File: src/rtl/object_plotter.sv
// rtl/object_plotter.sv - rasterises rectangle requests into single-pixel VGA writes
// Two-stage pipeline: stage 0 issues coordinate and ROM address, stage 1 drives the VGA write.
module object_plotter #(
  parameter int MAX_X = 159,
  parameter int MAX_Y = 119,
  parameter int IMG_W = 140,
  parameter logic [2:0] BALL_COLOUR = 3'b111,
  parameter logic [2:0] PADDLE_COLOUR = 3'b010,
  parameter logic [2:0] BLOCK_COLOUR = 3'b100
) (
  input  logic        clk,
  input  logic        reset,
  input  logic        startPlot,
  input  logic [2:0]  object,
  input  logic [7:0]  newX,
  input  logic [6:0]  newY,
  input  logic [7:0]  oldX,
  input  logic [6:0]  oldY,
  input  logic [7:0]  sizeX,
  input  logic [6:0]  sizeY,
  output logic [13:0] img_addr,
  output logic        img_sel,
  input  logic [2:0]  img_q,
  output logic [7:0]  vga_x,
  output logic [6:0]  vga_y,
  output logic [2:0]  vga_colour,
  output logic        vga_plot,
  output logic        busy,
  output logic        done
);

  typedef enum logic [1:0] {IDLE, ERASE, DRAW, FLUSH} state_t;

  localparam logic [13:0] IMG_W14 = 14'(IMG_W);

  state_t     state, state_next;
  logic [7:0] col, col_next;
  logic [6:0] row, row_next;
  logic       capture;

  logic [2:0] obj_r;
  logic [7:0] new_x_r, old_x_r, size_x_r;
  logic [6:0] new_y_r, old_y_r, size_y_r;

  logic       issue, in_view, border, use_img;
  logic [7:0] org_x;
  logic [6:0] org_y;
  logic [8:0] abs_x;
  logic [7:0] abs_y;
  logic [2:0] fixed_colour;

  logic       p_valid, p_in_view, p_img, p_done;
  logic [7:0] p_x;
  logic [6:0] p_y;
  logic [2:0] p_colour;

  // busy also covers the drain cycle after FLUSH, so a request cannot overlap the tail
  assign capture = (state == IDLE) && startPlot && !busy;

  always_ff @(posedge clk) begin
    if (reset) begin
      state <= IDLE;
      col   <= '0;
      row   <= '0;
    end else begin
      state <= state_next;
      col   <= col_next;
      row   <= row_next;
    end
  end

  always_comb begin
    state_next = state;
    col_next   = col;
    row_next   = row;
    case (state)
      IDLE: begin
        if (capture) begin
          col_next = '0;
          row_next = '0;
          if (object > 3'd5 || sizeX == 8'd0 || sizeY == 7'd0)
            state_next = FLUSH;
          else if (object <= 3'd1 && (oldX != newX || oldY != newY))
            state_next = ERASE;
          else
            state_next = DRAW;
        end
      end
      ERASE, DRAW: begin
        if (col == size_x_r - 8'd1) begin
          col_next = '0;
          if (row == size_y_r - 7'd1) begin
            row_next   = '0;
            state_next = (state == ERASE) ? DRAW : FLUSH;
          end else begin
            row_next = row + 7'd1;
          end
        end else begin
          col_next = col + 8'd1;
        end
      end
      FLUSH: state_next = IDLE;
      default: state_next = IDLE;
    endcase
  end

  always_ff @(posedge clk) begin
    if (reset) begin
      obj_r    <= '0;
      new_x_r  <= '0;
      new_y_r  <= '0;
      old_x_r  <= '0;
      old_y_r  <= '0;
      size_x_r <= '0;
      size_y_r <= '0;
    end else if (capture) begin
      obj_r    <= object;
      new_x_r  <= newX;
      new_y_r  <= newY;
      old_x_r  <= oldX;
      old_y_r  <= oldY;
      size_x_r <= sizeX;
      size_y_r <= sizeY;
    end
  end

  always_comb begin
    issue   = (state == ERASE) || (state == DRAW);
    org_x   = (state == ERASE) ? old_x_r : new_x_r;
    org_y   = (state == ERASE) ? old_y_r : new_y_r;
    abs_x   = {1'b0, org_x} + {1'b0, col};
    abs_y   = {1'b0, org_y} + {1'b0, row};
    in_view = (abs_x <= 9'(MAX_X)) && (abs_y <= 8'(MAX_Y));
    border  = (col == 8'd0) || (col == size_x_r - 8'd1) ||
              (row == 7'd0) || (row == size_y_r - 7'd1);
    use_img = (state == DRAW) && (obj_r == 3'd4 || obj_r == 3'd5);
    fixed_colour = 3'b000;
    if (state == DRAW) begin
      case (obj_r)
        3'd0:    fixed_colour = BALL_COLOUR;
        3'd1:    fixed_colour = PADDLE_COLOUR;
        3'd2:    fixed_colour = border ? 3'b000 : BLOCK_COLOUR;
        default: fixed_colour = 3'b000;
      endcase
    end
  end

  // ROM address leaves straight from the counters so its data lands with stage 1
  assign img_addr = 14'(row) * IMG_W14 + 14'(col);
  assign img_sel  = (obj_r == 3'd5);

  always_ff @(posedge clk) begin
    if (reset) begin
      p_valid    <= 1'b0;
      p_in_view  <= 1'b0;
      p_img      <= 1'b0;
      p_done     <= 1'b0;
      p_x        <= '0;
      p_y        <= '0;
      p_colour   <= '0;
      vga_plot   <= 1'b0;
      vga_x      <= '0;
      vga_y      <= '0;
      vga_colour <= '0;
      done       <= 1'b0;
      busy       <= 1'b0;
    end else begin
      p_valid    <= issue;
      p_in_view  <= in_view;
      p_img      <= use_img;
      p_done     <= (state == FLUSH);
      p_x        <= abs_x[7:0];
      p_y        <= abs_y[6:0];
      p_colour   <= fixed_colour;
      vga_plot   <= p_valid && p_in_view;
      vga_x      <= p_x;
      vga_y      <= p_y;
      vga_colour <= p_img ? img_q : p_colour;
      done       <= p_done;
      busy       <= (state != IDLE);
    end
  end

endmodule

File: config.mk
export PLATFORM = sky130hd
export DESIGN_NAME = object_plotter
export DESIGN_NICKNAME = d
export VERILOG_FILES = /design/src/rtl/object_plotter.sv
export SDC_FILE = /design/constraint.sdc
export NUM_CORES = 1
export LEC_CHECK = 0
export CAP_MARGIN = 5
export CORE_MARGIN = 10
export CORE_UTILIZATION = 47
export DETAILED_ROUTE_END_ITERATION = 8
export GPL_ROUTABILITY_DRIVEN = 0
export PLACE_DENSITY = 0.69
export SETUP_SLACK_MARGIN = 0.5
export SYNTH_ARGS = -nofsm -noshare
export SYNTH_HDL_FRONTEND = slang
export SYNTH_SLANG_ARGS = --single-unit
File: constraint.sdc
create_clock -name clk -period 4.6 [get_ports clk]
set_clock_uncertainty 0.1 [all_clocks]
set_input_delay 0.92 -clock clk [delete_from_list [all_inputs] [get_ports clk]]
set_output_delay 0.92 -clock clk [all_outputs]
set_load 0.02 [all_outputs]
* Yosys cells after proc, flatten, opt, wreduce, memory -nomap -nowiden
Cells that the tools add are included.
** Operators by class
- $add $sub $neg :: 7
- $mul :: 1
- Magnitude comparators :: 4
- Equal/unequal tests :: 14
- Mux-type cells :: 19
- Bitwise operators :: 1
- Reductions and logical operators :: 28
** Operators by type and width (number)
- $mux W7 :: 4
- $mux W8 :: 3
- $logic_not A8 Y1 :: 2
- $pmux W8 S2 :: 1
- $add A14 B8 Y14 :: 1
- $logic_not A7 Y1 :: 2
- $pmux W7 S2 :: 1
- $mul A7 B6 Y12 const B :: 1
- $mux W2 :: 5
- $add A8 B8 Y9 :: 1
- $le A9 B8 Y1 const B :: 1
- $pmux W3 S3 :: 1
- $add A7 B7 Y8 :: 1
- $add A8 B1 Y8 const B :: 1
- $eq A8 B8 Y1 :: 1
- $le A8 B7 Y1 const B :: 1
- $logic_or A1 B1 Y1 :: 8
- $ne A8 B8 Y1 :: 1
- $sub A8 B1 Y8 const B :: 1
- $add A7 B1 Y7 const B :: 1
- $eq A7 B7 Y1 :: 1
- $ne A7 B7 Y1 :: 1
- $sub A7 B1 Y7 const B :: 1
- $eq A3 B3 Y1 const B :: 2
- 19 further kinds :: 31
** Word-level totals
- Flip-flop bits (word level) :: 108
- Input bits :: 54
- Output and inout port bits :: 36
- Logic and storage cells :: 97

* Longest topological paths before layout
- Word-level depth :: 7
- Mapped depth :: 15
- Mapped depth without buffers :: 13

* Least setup slack after synthesis
OpenSTA, ideal clock, no wires.
- Path type :: register -> output
- Start :: register row[5]
- End :: output img_addr[13]
- Arrival :: 3.404 ns
- Data required time :: 3.580 ns
- Path slack :: 0.176 ns
- Cell stages (with the launch flop) :: 13
- Path buffers :: 0
- Cell sequence :: dfxtp_1 > clkinv_1 > ha_1 > ha_1 > ha_1 > ha_1 > nor2b_1 > o21ai_0 > a21boi_0 > o31a_1 > nor4bb_1 > nand3_1 > xor2_1
** On the way
- Longest elaborated chain between the ends :: 2
** RTL lines
- from (decl) :: RTL line 38 : logic [6:0] row, row_next;
- from (signal assigned) :: RTL line 68 : row <= row_next;
- $mul A7 B6 Y12 :: RTL line 149 : assign img_addr = 14'(row) * IMG_W14 + 14'(col);
- $add A14 B8 Y14 :: RTL line 149
- to (decl) :: RTL line 21 : output logic [13:0] img_addr,
No other way between the ends.

* Final worst setup path
- Start :: register row[5]
- End :: output img_addr[12]
Same word-level chain as after synthesis.

==> results.md <==
- Crit Path Class: reg -> out
- Standard-cell rows: between 40 and 50
- Insertion delay to the later sink of the worst-skew pair: 0.35 ns
- Power Density: 367 mW/mm^2
- Post-layout net count: slightly above 900
- Dominant combinational cell family by area after synthesis: simple AND/OR/NAND/NOR gates
- Count of flip-flops with a built-in enable after synthesis: 0
- Pin slew with the least headroom to its limit: 1.08 ns
- Wire length of the first global-routing pass: about 27,000 um
- Share of synthesized cell area in and, or, nand and nor gates: between 20% and 30%
- Async SR Flop Fraction: 0%
- Final core area utilization: between 60% and 70%
- Highest clock rate: 230 MHz
- Area post-placement: around 0.0073 sq mm
- Critical Path Fanout Max: 4
- Class of the worst hold path: reg -> reg
- Mapped cell area: between 0.006 and 0.007 sq mm
- Setup violations, final: 0
- Routed Antenna Nets: 0
- Critical Path RT: ~3.6 ns
- Antenna cells: 0
- Hold violation count in the final report: 0
- Iteration-0 DRC Markers: 280
- Root buffer selected by CTS: sky130_fd_sc_hd__clkbuf_16
- Core region area: around 0.013 sq mm
- Layout overhead on the synthesized area: 32.3%
- Width of the chip: ~130 um
- Total DRC errors in the routed layout: 0
- Total global routing overflow: 0
- Endpoint class of the critical path: output pin
- Clock period minus worst slack: 4.34 ns
- Post-synthesis cell type with the largest combined area: sky130_fd_sc_hd__dfxtp_1
- Internal power: between 1.5 and 2 mW
- I/O pin total: 90
- Top_reg_cell synth: sky130_fd_sc_hd__dfxtp_1
- Number of standard cells in the final layout excluding fillers: between 900 and 1,000
- Initial Util: between 40 and 50%
- Number of buffers inserted during clock tree synthesis: 9
- Setup repair after global routing missed its margin: true
- First-pass DRT Iterations: 4
- Share of the synthesized area in the top cell type: between 30% and 40%
- HPWL after DPL: between 10,000 and 15,000 um
- Largest net degree at the start of global routing: 59
- Reg clk slew, reported paths: roughly 0.080 ns
- Final period utilization: 94.3%
- Post-synthesis instance total: 713
- Gr usage total: 18.0%
- Per-cell via count in the routed design: between 5 and 6
- Deepest level of the CTS H-tree: 3
- Via count of the routed design: roughly 5,400
- Largest vdd supply drop: between 0.2 and 0.3 mV
- Sequential element share of the synthesized area: a little over a third
- Switching Share: a little over a third
- Worst Path Arrival: around 3.3 ns
- Die outline area: about 0.018 sq mm
- Max-slew headroom: roughly 28%
- Wire length reported by the detailed router: 16,900 um
- Die span in y: roughly 130 um
- Adder and majority gate portion of the synthesized area: approximately 13%
- Via count of the first global-routing pass: approximately 5,500
- Xor and xnor area share after synthesis: under 10%
- Ratio of cells with drive above 1 in the final layout: between 10% and 20%
- Quantity of hold-fixing buffers added after cts: 0
- Number of sinks on the clock net: 108
- Final number of max-transition violations: 0
- Static Leak: ~3.3 nW
- Clk buf depth: 2
- Clock network fraction of design power: 26.7%
- Antenna violations before repair: 0
- Share of total power in combinational logic: about a third
- Synth cell types: 71
- Mux cell area share after synthesis: around 3.7%
- Nature of the critical path startpoint: flop
- Post-Syn Nets: a little over 800
- Placed cell count: 962
- Average routed wire per standard cell: 16.9 um
- Dominant cells by area after synthesis: sky130_fd_sc_hd__dfxtp_1, sky130_fd_sc_hd__ha_1, sky130_fd_sc_hd__nand2_1
- Yosys warning count: 0
- Total of max-cap violations: 0
- CTS tree: done
- Run status: complete, no violations
- Total power draw: around 3 mW
- Synth Area per Inst: 8.64 sq um
- Sequential group share of total power: 39.1%
- Number of buffers inserted by port buffering: 89
- Final standard cell area without fillers: 0.00815 sq mm
- Post-synthesis sequential element count: about 110
- Fraction of the mapped netlist area in compound gates: between 10% and 20%
- Power spent charging and discharging nets: about 1.1 mW
[kinds of logic after synthesis]
group / Yosys count
compound gates: 131
simple gates: 265
fa+ha+maj: 59
xor+xnor: 61
mux: 21
buf+inv: 68
flops: 108
[routing by layer]
metal / vias to the layer above / part of all wire, % / track usage [%]
met2: 164 / 50 / 32.3
met3: 37 / 5.0 / 3.89
met5: - / 0 / 0
met1: 2577 / 43 / 20.6
li1: 2670 / - / -
met4: 0 / 2.5 / 6.29
[sequential cells by signal, indices dropped and copies added (netlist names), 8 cells and up]
| name | count |
|---|---|
| col | 8 |
| old_x_r | 8 |
| new_x_r | 8 |
| p_x | 8 |
| size_x_r | 8 |
| vga_x | 8 |
[final cells by class]
type	count	area [sq um]
fillers	1086	4580
multi-input cells	537	4100
flip-flops and latches	108	2180
repair buffers	130	1210
clock buffers	9	225
well taps	172	215
inverters	35	139
clock inverters	7	82.6
[synth_stat cells, drive strengths merged, types with 2 or more instances]
cell type and n:
a211oi 4, a21o 7, a21oi 69, a221oi 2, and2b 2, and3 4
and3b 2, buf 9, clkbuf 23, dfxtp 108, fa 6, ha 53
inv 34, mux2 16, mux2i 5, nand2 114, nand2b 4, nand3 5
nand3b 2, nand4 12, nand4b 2, nor2 44, nor2b 27, nor3 14
nor3b 2, nor4 10, nor4b 2, nor4bb 2, o211ai 3, o21a 3
o21ai 12, o21ba 2, o21bai 6, o311ai 6, o31a 3, o31ai 2
o41ai 2, or2 3, or3 10, xnor2 27, xor2 33
[path summary, 6_finish.rpt]
path | end | startpoint | slack [ns] | cells past startpoint
worst max register to register | p_in_view | state[1] | 1.21 | 11
worst min register to register | done | p_done | 0.34 | 1
worst min-delay path | done | p_done | 0.34 | 1
worst max-delay path | img_addr[12] | row[5] | 0.26 | 13
[placed cells by master, fill, tap and decap left out, types with 4 or more instances in the layout]
master                            instances
sky130_fd_sc_hd__nand2_1                114
sky130_fd_sc_hd__dfxtp_1                101
sky130_fd_sc_hd__clkdlybuf4s50_1         80
sky130_fd_sc_hd__a21oi_1                 63
sky130_fd_sc_hd__nor2_1                  42
sky130_fd_sc_hd__buf_4                   39
sky130_fd_sc_hd__ha_1                    35
sky130_fd_sc_hd__xor2_1                  32
sky130_fd_sc_hd__inv_1                   27
sky130_fd_sc_hd__nor2b_1                 25
sky130_fd_sc_hd__xnor2_1                 23
sky130_fd_sc_hd__ha_4                    17
sky130_fd_sc_hd__mux2_2                  16
sky130_fd_sc_hd__nor3_1                  14
sky130_fd_sc_hd__nand4_1                 12
sky130_fd_sc_hd__or3_1                   10
sky130_fd_sc_hd__nor4_1                   9
sky130_fd_sc_hd__clkbuf_16                9
sky130_fd_sc_hd__buf_6                    8
sky130_fd_sc_hd__a21o_1                   7
sky130_fd_sc_hd__o21ai_0                  7
sky130_fd_sc_hd__inv_2                    6
sky130_fd_sc_hd__mux2i_1                  5
sky130_fd_sc_hd__o21bai_1                 5
sky130_fd_sc_hd__fa_1                     5
sky130_fd_sc_hd__and3_1                   4
sky130_fd_sc_hd__a21oi_2                  4
sky130_fd_sc_hd__nand2b_1                 4
sky130_fd_sc_hd__nand3_1                  4
sky130_fd_sc_hd__o311ai_1                 4
sky130_fd_sc_hd__dfxtp_4                  4
[repair_timing]
action,CTS,global route
pin swaps,24,13
buffers inserted,12,8
resized for setup,80,33
endpoints found under the setup margin,8,7
cloned,0,0
[per-stage QoR]
step                      hold WS, ns  setup slack (ns)  TNS (ns)
final                           0.342             0.260         0
after global routing            0.362            0.0790         0
after CTS                       0.347             0.272         0
after detailed placement        0.327            -0.194    -0.345
after global placement          0.330          -0.00231  -0.00231
after floorplan                 0.314             0.503         0
[critical path, cell delays in order (launching register included)]
cell                       delay, ns
sky130_fd_sc_hd__dfxtp_4        0.40
sky130_fd_sc_hd__clkinv_4       0.07
sky130_fd_sc_hd__ha_4           0.22
sky130_fd_sc_hd__ha_4           0.16
sky130_fd_sc_hd__fa_1           0.57
sky130_fd_sc_hd__ha_4           0.22
sky130_fd_sc_hd__o21a_1         0.18
sky130_fd_sc_hd__nor2_1         0.15
sky130_fd_sc_hd__a21oi_2        0.07
sky130_fd_sc_hd__xor2_1         0.20
sky130_fd_sc_hd__nor4bb_4       0.27
sky130_fd_sc_hd__nand2b_1       0.14
sky130_fd_sc_hd__xnor2_2        0.16
sky130_fd_sc_hd__buf_4          0.15
[power groups by stage]
stage	clock network, mW	registers [mW]	logic, mW
after global placement	0	1.18	0.983
after global routing	0.844	1.18	1.13
after floorplan	0	1.18	0.721
final	0.796	1.17	1.02
after detailed placement	0	1.19	1.01
after CTS	0.813	1.17	1.02
(Power assumes the default switching activity.)
